--- config.mk ---
export PLATFORM = sky130hd
export DESIGN_NAME = imem_dmem_arbiter_flat
export DESIGN_NICKNAME = d
export VERILOG_FILES = /design/src/rtl/imem_dmem_arbiter_pkg.sv /design/src/rtl/imem_dmem_arbiter_if.sv /design/src/rtl/imem_dmem_arbiter_select.sv /design/src/rtl/imem_dmem_arbiter.sv /design/src/flat_wrapper.sv
export SDC_FILE = /design/constraint.sdc
export NUM_CORES = 1
export LEC_CHECK = 0
export CORE_AREA = 5 5 205 207
export DETAILED_ROUTE_END_ITERATION = 12
export DIE_AREA = 0 0 210 212
export PLACE_DENSITY = 0.57
export SYNTH_ARGS = -nofsm -noshare
export SYNTH_HDL_FRONTEND = slang
export SYNTH_SLANG_ARGS = --single-unit
--- constraint.sdc ---
create_clock -name clk -period 2.78 [get_ports clk]
set_input_delay 0.278 -clock clk [delete_from_list [all_inputs] [get_ports clk]]
set_output_delay 0.278 -clock clk [all_outputs]
set_load 0.005 [all_outputs]
--- src/rtl/imem_dmem_arbiter_pkg.sv ---
// Shared types and constants for the instruction/data memory-port arbiter.
// Imported by the interface, the grant selector and the arbiter top level.
package mem_arb_pkg;

    localparam int ADDR_W = 64;
    localparam int DATA_W = 64;
    localparam int MASK_W = 8;

    // Instruction fetches always read the full 64-bit word.
    localparam logic [MASK_W-1:0] MASK_ALL = 8'hFF;

    typedef enum logic [1:0] {
        IDLE,
        BUSY_I,
        BUSY_D,
        DRAIN
    } arb_state_t;

    typedef enum logic [1:0] {
        NONE,
        INSTR,
        DATA
    } arb_grant_t;

endpackage

--- src/rtl/imem_dmem_arbiter_if.sv ---
// Bundle of fetch, load/store and memory-port signals around the arbiter.
// The slave modport is the arbiter's view; master is the surrounding core and memory.
interface imem_dmem_arbiter_if;
    import mem_arb_pkg::*;

    logic              instr_read_in;
    logic [ADDR_W-1:0] instr_address_in;
    logic              flush_in;
    logic [DATA_W-1:0] instr_read_value_out;
    logic              instr_ready_out;

    logic              data_read_in;
    logic              data_write_in;
    logic [ADDR_W-1:0] data_address_in;
    logic [DATA_W-1:0] data_write_value_in;
    logic [MASK_W-1:0] data_write_mask_in;
    logic [DATA_W-1:0] data_read_value_out;
    logic              data_ready_out;

    logic              mem_req_out;
    logic              mem_we_out;
    logic [ADDR_W-1:0] mem_address_out;
    logic [DATA_W-1:0] mem_write_value_out;
    logic [MASK_W-1:0] mem_write_mask_out;
    logic              mem_ack_in;
    logic [DATA_W-1:0] mem_read_value_in;

    modport slave (
        input  instr_read_in, instr_address_in, flush_in,
        output instr_read_value_out, instr_ready_out,
        input  data_read_in, data_write_in, data_address_in,
        input  data_write_value_in, data_write_mask_in,
        output data_read_value_out, data_ready_out,
        output mem_req_out, mem_we_out, mem_address_out,
        output mem_write_value_out, mem_write_mask_out,
        input  mem_ack_in, mem_read_value_in
    );

    modport master (
        output instr_read_in, instr_address_in, flush_in,
        input  instr_read_value_out, instr_ready_out,
        output data_read_in, data_write_in, data_address_in,
        output data_write_value_in, data_write_mask_in,
        input  data_read_value_out, data_ready_out,
        input  mem_req_out, mem_we_out, mem_address_out,
        input  mem_write_value_out, mem_write_mask_out,
        output mem_ack_in, mem_read_value_in
    );

endinterface

--- src/rtl/imem_dmem_arbiter_select.sv ---
// Grant selection between fetch and load/store, with a starvation counter that
// forces an instruction grant after STARVE_LIMIT back-to-back data grants.
module mem_arb_select
    import mem_arb_pkg::*;
#(
    parameter int STARVE_LIMIT = 4
) (
    input  logic       clk,
    input  logic       rst_n,
    input  logic       instr_req,
    input  logic       data_req,
    input  logic       flush_in,
    input  logic       idle,
    output arb_grant_t grant
);

    localparam logic [2:0] LIMIT = 3'(STARVE_LIMIT);

    logic [2:0] starve_cnt;
    logic       instr_ok;

    assign instr_ok = instr_req & ~flush_in;

    // Data keeps winning when no eligible fetch is waiting, even at the limit,
    // so a flushed fetch can never lock the data side out.
    always_comb begin
        grant = NONE;
        if (idle) begin
            if (data_req && ((starve_cnt < LIMIT) || !instr_ok)) begin
                grant = DATA;
            end else if (instr_ok) begin
                grant = INSTR;
            end
        end
    end

    always_ff @(posedge clk) begin
        if (!rst_n) begin
            starve_cnt <= '0;
        end else begin
            case (grant)
                DATA: begin
                    if (!instr_ok) begin
                        starve_cnt <= '0;
                    end else if (starve_cnt < LIMIT) begin
                        starve_cnt <= starve_cnt + 3'd1;
                    end
                end
                INSTR:   starve_cnt <= '0;
                default: ;
            endcase
        end
    end

endmodule

--- src/rtl/imem_dmem_arbiter.sv ---
// Shares one 64-bit memory port between fetch reads and load/store accesses,
// one transaction at a time, with flush-driven draining of a killed fetch.
module imem_dmem_arbiter
    import mem_arb_pkg::*;
#(
    parameter int STARVE_LIMIT = 4
) (
    input  logic                 clk,
    input  logic                 rst_n,
    imem_dmem_arbiter_if.slave   bus
);

    arb_state_t        state;
    arb_grant_t        grant;
    logic              req_q;
    logic              we_q;
    logic [ADDR_W-1:0] addr_q;
    logic [DATA_W-1:0] wdata_q;
    logic [MASK_W-1:0] mask_q;
    logic [DATA_W-1:0] instr_value_q;
    logic [DATA_W-1:0] data_value_q;
    logic              instr_ready_q;
    logic              data_ready_q;

    mem_arb_select #(
        .STARVE_LIMIT(STARVE_LIMIT)
    ) u_select (
        .clk       (clk),
        .rst_n     (rst_n),
        .instr_req (bus.instr_read_in),
        .data_req  (bus.data_read_in | bus.data_write_in),
        .flush_in  (bus.flush_in),
        .idle      (state == IDLE),
        .grant     (grant)
    );

    // Address, data and mask keep their last values once the port goes idle.
    assign bus.mem_req_out          = req_q;
    assign bus.mem_we_out           = req_q & we_q;
    assign bus.mem_address_out      = addr_q;
    assign bus.mem_write_value_out  = wdata_q;
    assign bus.mem_write_mask_out   = mask_q;
    assign bus.instr_read_value_out = instr_value_q;
    assign bus.instr_ready_out      = instr_ready_q;
    assign bus.data_read_value_out  = data_value_q;
    assign bus.data_ready_out       = data_ready_q;

    always_ff @(posedge clk) begin
        if (!rst_n) begin
            state         <= IDLE;
            req_q         <= 1'b0;
            we_q          <= 1'b0;
            addr_q        <= '0;
            wdata_q       <= '0;
            mask_q        <= '0;
            instr_value_q <= '0;
            data_value_q  <= '0;
            instr_ready_q <= 1'b0;
            data_ready_q  <= 1'b0;
        end else begin
            instr_ready_q <= 1'b0;
            data_ready_q  <= 1'b0;
            case (state)
                IDLE: begin
                    case (grant)
                        INSTR: begin
                            addr_q  <= bus.instr_address_in;
                            wdata_q <= '0;
                            mask_q  <= MASK_ALL;
                            we_q    <= 1'b0;
                            req_q   <= 1'b1;
                            state   <= BUSY_I;
                        end
                        DATA: begin
                            addr_q  <= bus.data_address_in;
                            wdata_q <= bus.data_write_value_in;
                            mask_q  <= bus.data_write_mask_in;
                            we_q    <= bus.data_write_in;
                            req_q   <= 1'b1;
                            state   <= BUSY_D;
                        end
                        default: ;
                    endcase
                end
                // A flush coinciding with the ack completes the bus cycle silently.
                BUSY_I: begin
                    if (bus.mem_ack_in) begin
                        req_q <= 1'b0;
                        state <= IDLE;
                        if (!bus.flush_in) begin
                            instr_value_q <= bus.mem_read_value_in;
                            instr_ready_q <= 1'b1;
                        end
                    end else if (bus.flush_in) begin
                        state <= DRAIN;
                    end
                end
                BUSY_D: begin
                    if (bus.mem_ack_in) begin
                        req_q        <= 1'b0;
                        we_q         <= 1'b0;
                        data_value_q <= we_q ? '0 : bus.mem_read_value_in;
                        data_ready_q <= 1'b1;
                        state        <= IDLE;
                    end
                end
                DRAIN: begin
                    if (bus.mem_ack_in) begin
                        req_q <= 1'b0;
                        state <= IDLE;
                    end
                end
                default: state <= IDLE;
            endcase
        end
    end

endmodule

--- src/flat_wrapper.sv ---
// flat-port wrapper written by rule: the top's interface ports become plain ports
module imem_dmem_arbiter_flat import mem_arb_pkg::*;
#(
    parameter int STARVE_LIMIT = 4
)
  (clk, rst_n, bus_instr_read_in, bus_instr_address_in, bus_flush_in, bus_instr_read_value_out, bus_instr_ready_out, bus_data_read_in, bus_data_write_in, bus_data_address_in, bus_data_write_value_in, bus_data_write_mask_in, bus_data_read_value_out, bus_data_ready_out, bus_mem_req_out, bus_mem_we_out, bus_mem_address_out, bus_mem_write_value_out, bus_mem_write_mask_out, bus_mem_ack_in, bus_mem_read_value_in);
  imem_dmem_arbiter_if bus_i ();
  input  logic clk;
  input  logic rst_n;
  input wire logic [$bits(bus_i.instr_read_in)-1:0] bus_instr_read_in;
  input wire logic [$bits(bus_i.instr_address_in)-1:0] bus_instr_address_in;
  input wire logic [$bits(bus_i.flush_in)-1:0] bus_flush_in;
  output wire logic [$bits(bus_i.instr_read_value_out)-1:0] bus_instr_read_value_out;
  output wire logic [$bits(bus_i.instr_ready_out)-1:0] bus_instr_ready_out;
  input wire logic [$bits(bus_i.data_read_in)-1:0] bus_data_read_in;
  input wire logic [$bits(bus_i.data_write_in)-1:0] bus_data_write_in;
  input wire logic [$bits(bus_i.data_address_in)-1:0] bus_data_address_in;
  input wire logic [$bits(bus_i.data_write_value_in)-1:0] bus_data_write_value_in;
  input wire logic [$bits(bus_i.data_write_mask_in)-1:0] bus_data_write_mask_in;
  output wire logic [$bits(bus_i.data_read_value_out)-1:0] bus_data_read_value_out;
  output wire logic [$bits(bus_i.data_ready_out)-1:0] bus_data_ready_out;
  output wire logic [$bits(bus_i.mem_req_out)-1:0] bus_mem_req_out;
  output wire logic [$bits(bus_i.mem_we_out)-1:0] bus_mem_we_out;
  output wire logic [$bits(bus_i.mem_address_out)-1:0] bus_mem_address_out;
  output wire logic [$bits(bus_i.mem_write_value_out)-1:0] bus_mem_write_value_out;
  output wire logic [$bits(bus_i.mem_write_mask_out)-1:0] bus_mem_write_mask_out;
  input wire logic [$bits(bus_i.mem_ack_in)-1:0] bus_mem_ack_in;
  input wire logic [$bits(bus_i.mem_read_value_in)-1:0] bus_mem_read_value_in;
  assign bus_i.instr_read_in = bus_instr_read_in;
  assign bus_i.instr_address_in = bus_instr_address_in;
  assign bus_i.flush_in = bus_flush_in;
  assign bus_instr_read_value_out = bus_i.instr_read_value_out;
  assign bus_instr_ready_out = bus_i.instr_ready_out;
  assign bus_i.data_read_in = bus_data_read_in;
  assign bus_i.data_write_in = bus_data_write_in;
  assign bus_i.data_address_in = bus_data_address_in;
  assign bus_i.data_write_value_in = bus_data_write_value_in;
  assign bus_i.data_write_mask_in = bus_data_write_mask_in;
  assign bus_data_read_value_out = bus_i.data_read_value_out;
  assign bus_data_ready_out = bus_i.data_ready_out;
  assign bus_mem_req_out = bus_i.mem_req_out;
  assign bus_mem_we_out = bus_i.mem_we_out;
  assign bus_mem_address_out = bus_i.mem_address_out;
  assign bus_mem_write_value_out = bus_i.mem_write_value_out;
  assign bus_mem_write_mask_out = bus_i.mem_write_mask_out;
  assign bus_i.mem_ack_in = bus_mem_ack_in;
  assign bus_i.mem_read_value_in = bus_mem_read_value_in;
  imem_dmem_arbiter #(.STARVE_LIMIT(STARVE_LIMIT)) u_core (.clk(clk), .rst_n(rst_n), .bus(bus_i));
endmodule
==> summary.txt <==
========================================================================================================
Net count, final                                                                                   1,871
Post-synthesis sequential element count                                                              273
Min-delay src                                                                               bus_data_write_value_in[3]
Class of the worst hold path                                                                   in -> reg
Total clock sinks                                                                                    273
Boundary pin count                                                                                   539
Switching power share of the total                                                                 26.3%
Insertion delay of the later-clocked pin in the worst-skew pair                                   560 ps
Synthesized instance count                                                                         1,084
Leakage power summed over all cells                                                              6.29 nW
Cell variety after synth                                                                              36
Placed cells                                                                                       2,096
Final design utilization                                                                           42.7%
Placement-stage worst setup slack                                                               -22.3 ps
Maximum number of pins on one net before global-route repair                                         117
Time the final worst path needs with I/O delays and setup                                        2350 ps
Number of max-cap violations                                                                           0
Maximum clock insertion buffer count                                                                   3
Share of post-route cells with drive strength above 1                                              6.30%
Part of the total power dissipated in sequential elements                                          41.5%
Areal power density over the cells                                                            617 mW/mm²
Register area share after synthesis                                                                53.8%
Final setup skew                                                                                 11.7 ps
Count of warnings emitted by yosys                                                                     0
Result of the run                                                                           finished clean
Crit path launch type                                                                          flip-flop
Critical Path AT                                                                                 2760 ps
Placeable core region                                                                         0.0402 mm²
Depth of the CTS H-tree                                                                                1
Antenna violation net count after detailed routing                                                     0
Gate power share                                                                                   22.1%
Number of buffers created by CTS                                                                      31
Iter 0 DRT Violations                                                                                430
DRC errors left                                                                                        0
Required time of the worst setup path                                                            3190 ps
Number of detailed-route iterations in the first pass                                                  5
RSZ-0062 raised after global routing                                                                  no
Routed len/inst                                                                                  17.6 µm
Final-layout setup total negative slack                                                             0 ps
RR Startpoint                                                                               u_core.state[0]$_SDFFE_PN0P_
Total congestion overflow                                                                              0
Highest clock rate                                                                             0.426 GHz
Quantity of I/O buffers inserted on ports                                                            538
Total internal power                                                                           0.00780 W
Share of the clock period used by the worst path after layout                                      84.5%
Share of total power in the clock network                                                          36.4%
Vias in the first global route                                                                     9,777
Site row count                                                                                        74
Final Hold Violating Endpoints                                                                         0
Syn-to-layout area delta                                                                           68.9%
TritonCTS clock tree                                                                                 yes
Fraction of registers with async set/reset                                                            0%
Post-CTS clock slew at the launch and capture registers of the worst setup and hold paths          60 ps
Die footprint                                                                                 0.0445 mm²
Number of endpoints failing setup at the final stage                                                   0
Category of the worst setup path capture point                                                 flip-flop
Antenna violations before repair                                                                       1
Max-slew headroom                                                                                  57.6%
Vias                                                                                               9,675
Buffer count from post-CTS setup fixing                                                                0
Global-route wire length before repair                                                           56.7 mm
Cell depth of the worst flop-to-flop path                                                              8
Placed wire-length estimate                                                                      27.9 mm
Initial core utilization                                                                           25.3%
GRT Util Overall                                                                                   15.8%
Syn Nets                                                                                           1,358
Count of placed standard cells in the final layout, fillers left out                               2,153
Worst hold endpoint                                                                         u_core.bus.mem_write_value_out[3]$_SDFFE_PN0P_
Routability congestion estimate from global placement                                              0.770
Wire length reported by the detailed router                                                      37.8 mm
Depth of the worst hold-timing path                                                                    3
Ys flop type                                                                                     dfxtp_1
Maximum vdd ir drop                                                                           0.000303 V
Die outline width                                                                                 210 µm
Cts hold-fix bufs                                                                                      0
Tightest Pin Transition                                                                           636 ps
Area of the mapped netlist                                                                    0.0102 mm²
Category of the most critical setup path                                                      reg -> reg
Root buffer selected by CTS                                                                    clkbuf_16
Switch Pwr                                                                                     0.00279 W
Post-cts resize count                                                                                  0
Post-detailed-placement cell area                                                             0.0162 mm²
Number of flops mapped to enable cells by yosys                                                        0
Reg-to-reg critical path endpoint                                                           u_core.bus.mem_write_value_out[58]$_SDFFE_PN0P_
Via/cell ratio                                                                                      4.49
Post-route cell area                                                                          0.0171 mm²
Reg-to-reg slack, setup                                                                           430 ps
Synthesized area per cell                                                                       9.37 µm²
Chip Height                                                                                       212 µm
Number of slew-limit violations in the final report                                                    0
Maximum net fanout on the critical path                                                               29
Post-layout worst setup margin                                                                    432 ps
========================================================================================================
[cell families after synthesis]
kind of cell / Yosys count / synth area share, %
adder cells (fa/ha/maj): 3 / 0.370
AO/OA/AOI/OAI: 271 / 17.5
AND/OR/NAND/NOR: 371 / 16.0
multiplexers: 64 / 6.31
buffers and inverters: 102 / 5.95
flip-flops: 273 / 53.8
[how the worst max path moves through the flow]
stage / cells after the start / from / slack (ps) / end
after floorplan: 9 / bus_instr_read_in / 730 / u_core.bus.mem_write_mask_out[2]$_SDFFE_PN0P_
after global placement: 9 / bus_instr_read_in / 20 / u_core.bus.mem_write_value_out[39]$_SDFFE_PN0P_
after detailed placement: 9 / bus_instr_read_in / -20 / u_core.bus.mem_write_value_out[58]$_SDFFE_PN0P_
after CTS: 8 / u_core.state[0]$_SDFFE_PN0P_ / 440 / u_core.bus.mem_write_value_out[58]$_SDFFE_PN0P_
after global routing: 9 / u_core.state[0]$_SDFFE_PN0P_ / 270 / u_core.bus.mem_address_out[43]$_SDFFE_PN0P_
final: 8 / u_core.state[0]$_SDFFE_PN0P_ / 430 / u_core.bus.mem_write_value_out[58]$_SDFFE_PN0P_
[critical path: stages, from the launching register on]
cell	delay, ps
dfxtp_1	390
nor2_1	290
o211ai_1	230
ha_4	290
or3_2	460
buf_12	190
buf_12	180
nand2_1	70
a21oi_1	60
[sequential cells by signal, indices dropped and copies added, names as in the netlist]
name / flops
u_core.bus.mem_address_out: 64
u_core.bus.instr_read_value_out: 64
u_core.u_select.starve_cnt: 3
u_core.bus.instr_ready_out: 1
u_core.bus.mem_write_mask_out: 8
u_core.bus.mem_write_value_out: 64
u_core.bus.data_read_value_out: 64
u_core.we_q: 1
u_core.state: 2
u_core.bus.data_ready_out: 1
u_core.bus.mem_req_out: 1
[cell usage after synthesis (all sizes together) (3+ instances only)]
master | n | area (µm²)
a21oi | 132 | 661
nor3b | 8 | 90.1
nand3 | 65 | 325
ha | 3 | 37.5
nand2 | 198 | 743
clkbuf | 32 | 120
inv | 5 | 18.8
a31oi | 3 | 18.8
nor2 | 79 | 297
nor3 | 10 | 66.3
mux2i | 64 | 641
a211oi | 65 | 488
a22o | 64 | 561
dfxtp | 273 | 5470
buf | 65 | 465
[area by class of cell]
cell class                      count  area [µm²]
Antenna cell                        1        2.50
Clock buffer                       46         902
Clock inverter                     10        63.8
Fill cell                        3993       23000
Inverter                            5        23.8
Multi-Input combinational cell    709        4120
Sequential cell                   273        5470
Tap cell                          532         666
Timing Repair Buffer              577        5900
[layer usage]
layer	part of all wire (%)	vias up	GRT usage (%)	routed length, µm
li1	-	4817	-	-
met1	40	4460	18.8	15100
met2	49	360	27.2	18500
met3	9.1	38	5.96	3430
met4	1.9	0	3.26	729
met5	0	-	0	0
[stage by stage]
stage	total power [W]	hold WS (ps)
final	0.0106	296
after global routing	0.0111	274
after CTS	0.0108	249
after detailed placement	0.00685	445
after global placement	0.00683	438
after floorplan	0.00544	403
[layout by cell type (no fill, tap or decap), drive strengths merged, types with 2 or more instances in the layout]
master         instances
dfxtp                273
nor2                  79
nand2                198
a211oi                65
nor3b                  8
clkinv                 9
o22ai                  2
nor3                  10
clkbuf                46
nand3                 65
nand4bb                2
a21oi                132
mux2i                 64
and2                   2
nor2b                  2
ha                     3
a31oi                  3
a22o                  64
inv                    5
clkdlybuf4s50        538
buf                   39
[power groups by stage]
stage / logic, W / registers [W] / clock network [W]
floorplan: 0.000956 / 0.00448 / 0
global placement: 0.00237 / 0.00446 / 0
detailed placement: 0.00238 / 0.00447 / 0
CTS: 0.00239 / 0.00439 / 0.00401
global route: 0.00254 / 0.00443 / 0.00415
finish: 0.00234 / 0.00439 / 0.00386
Power figures use the tool's default switching activity.
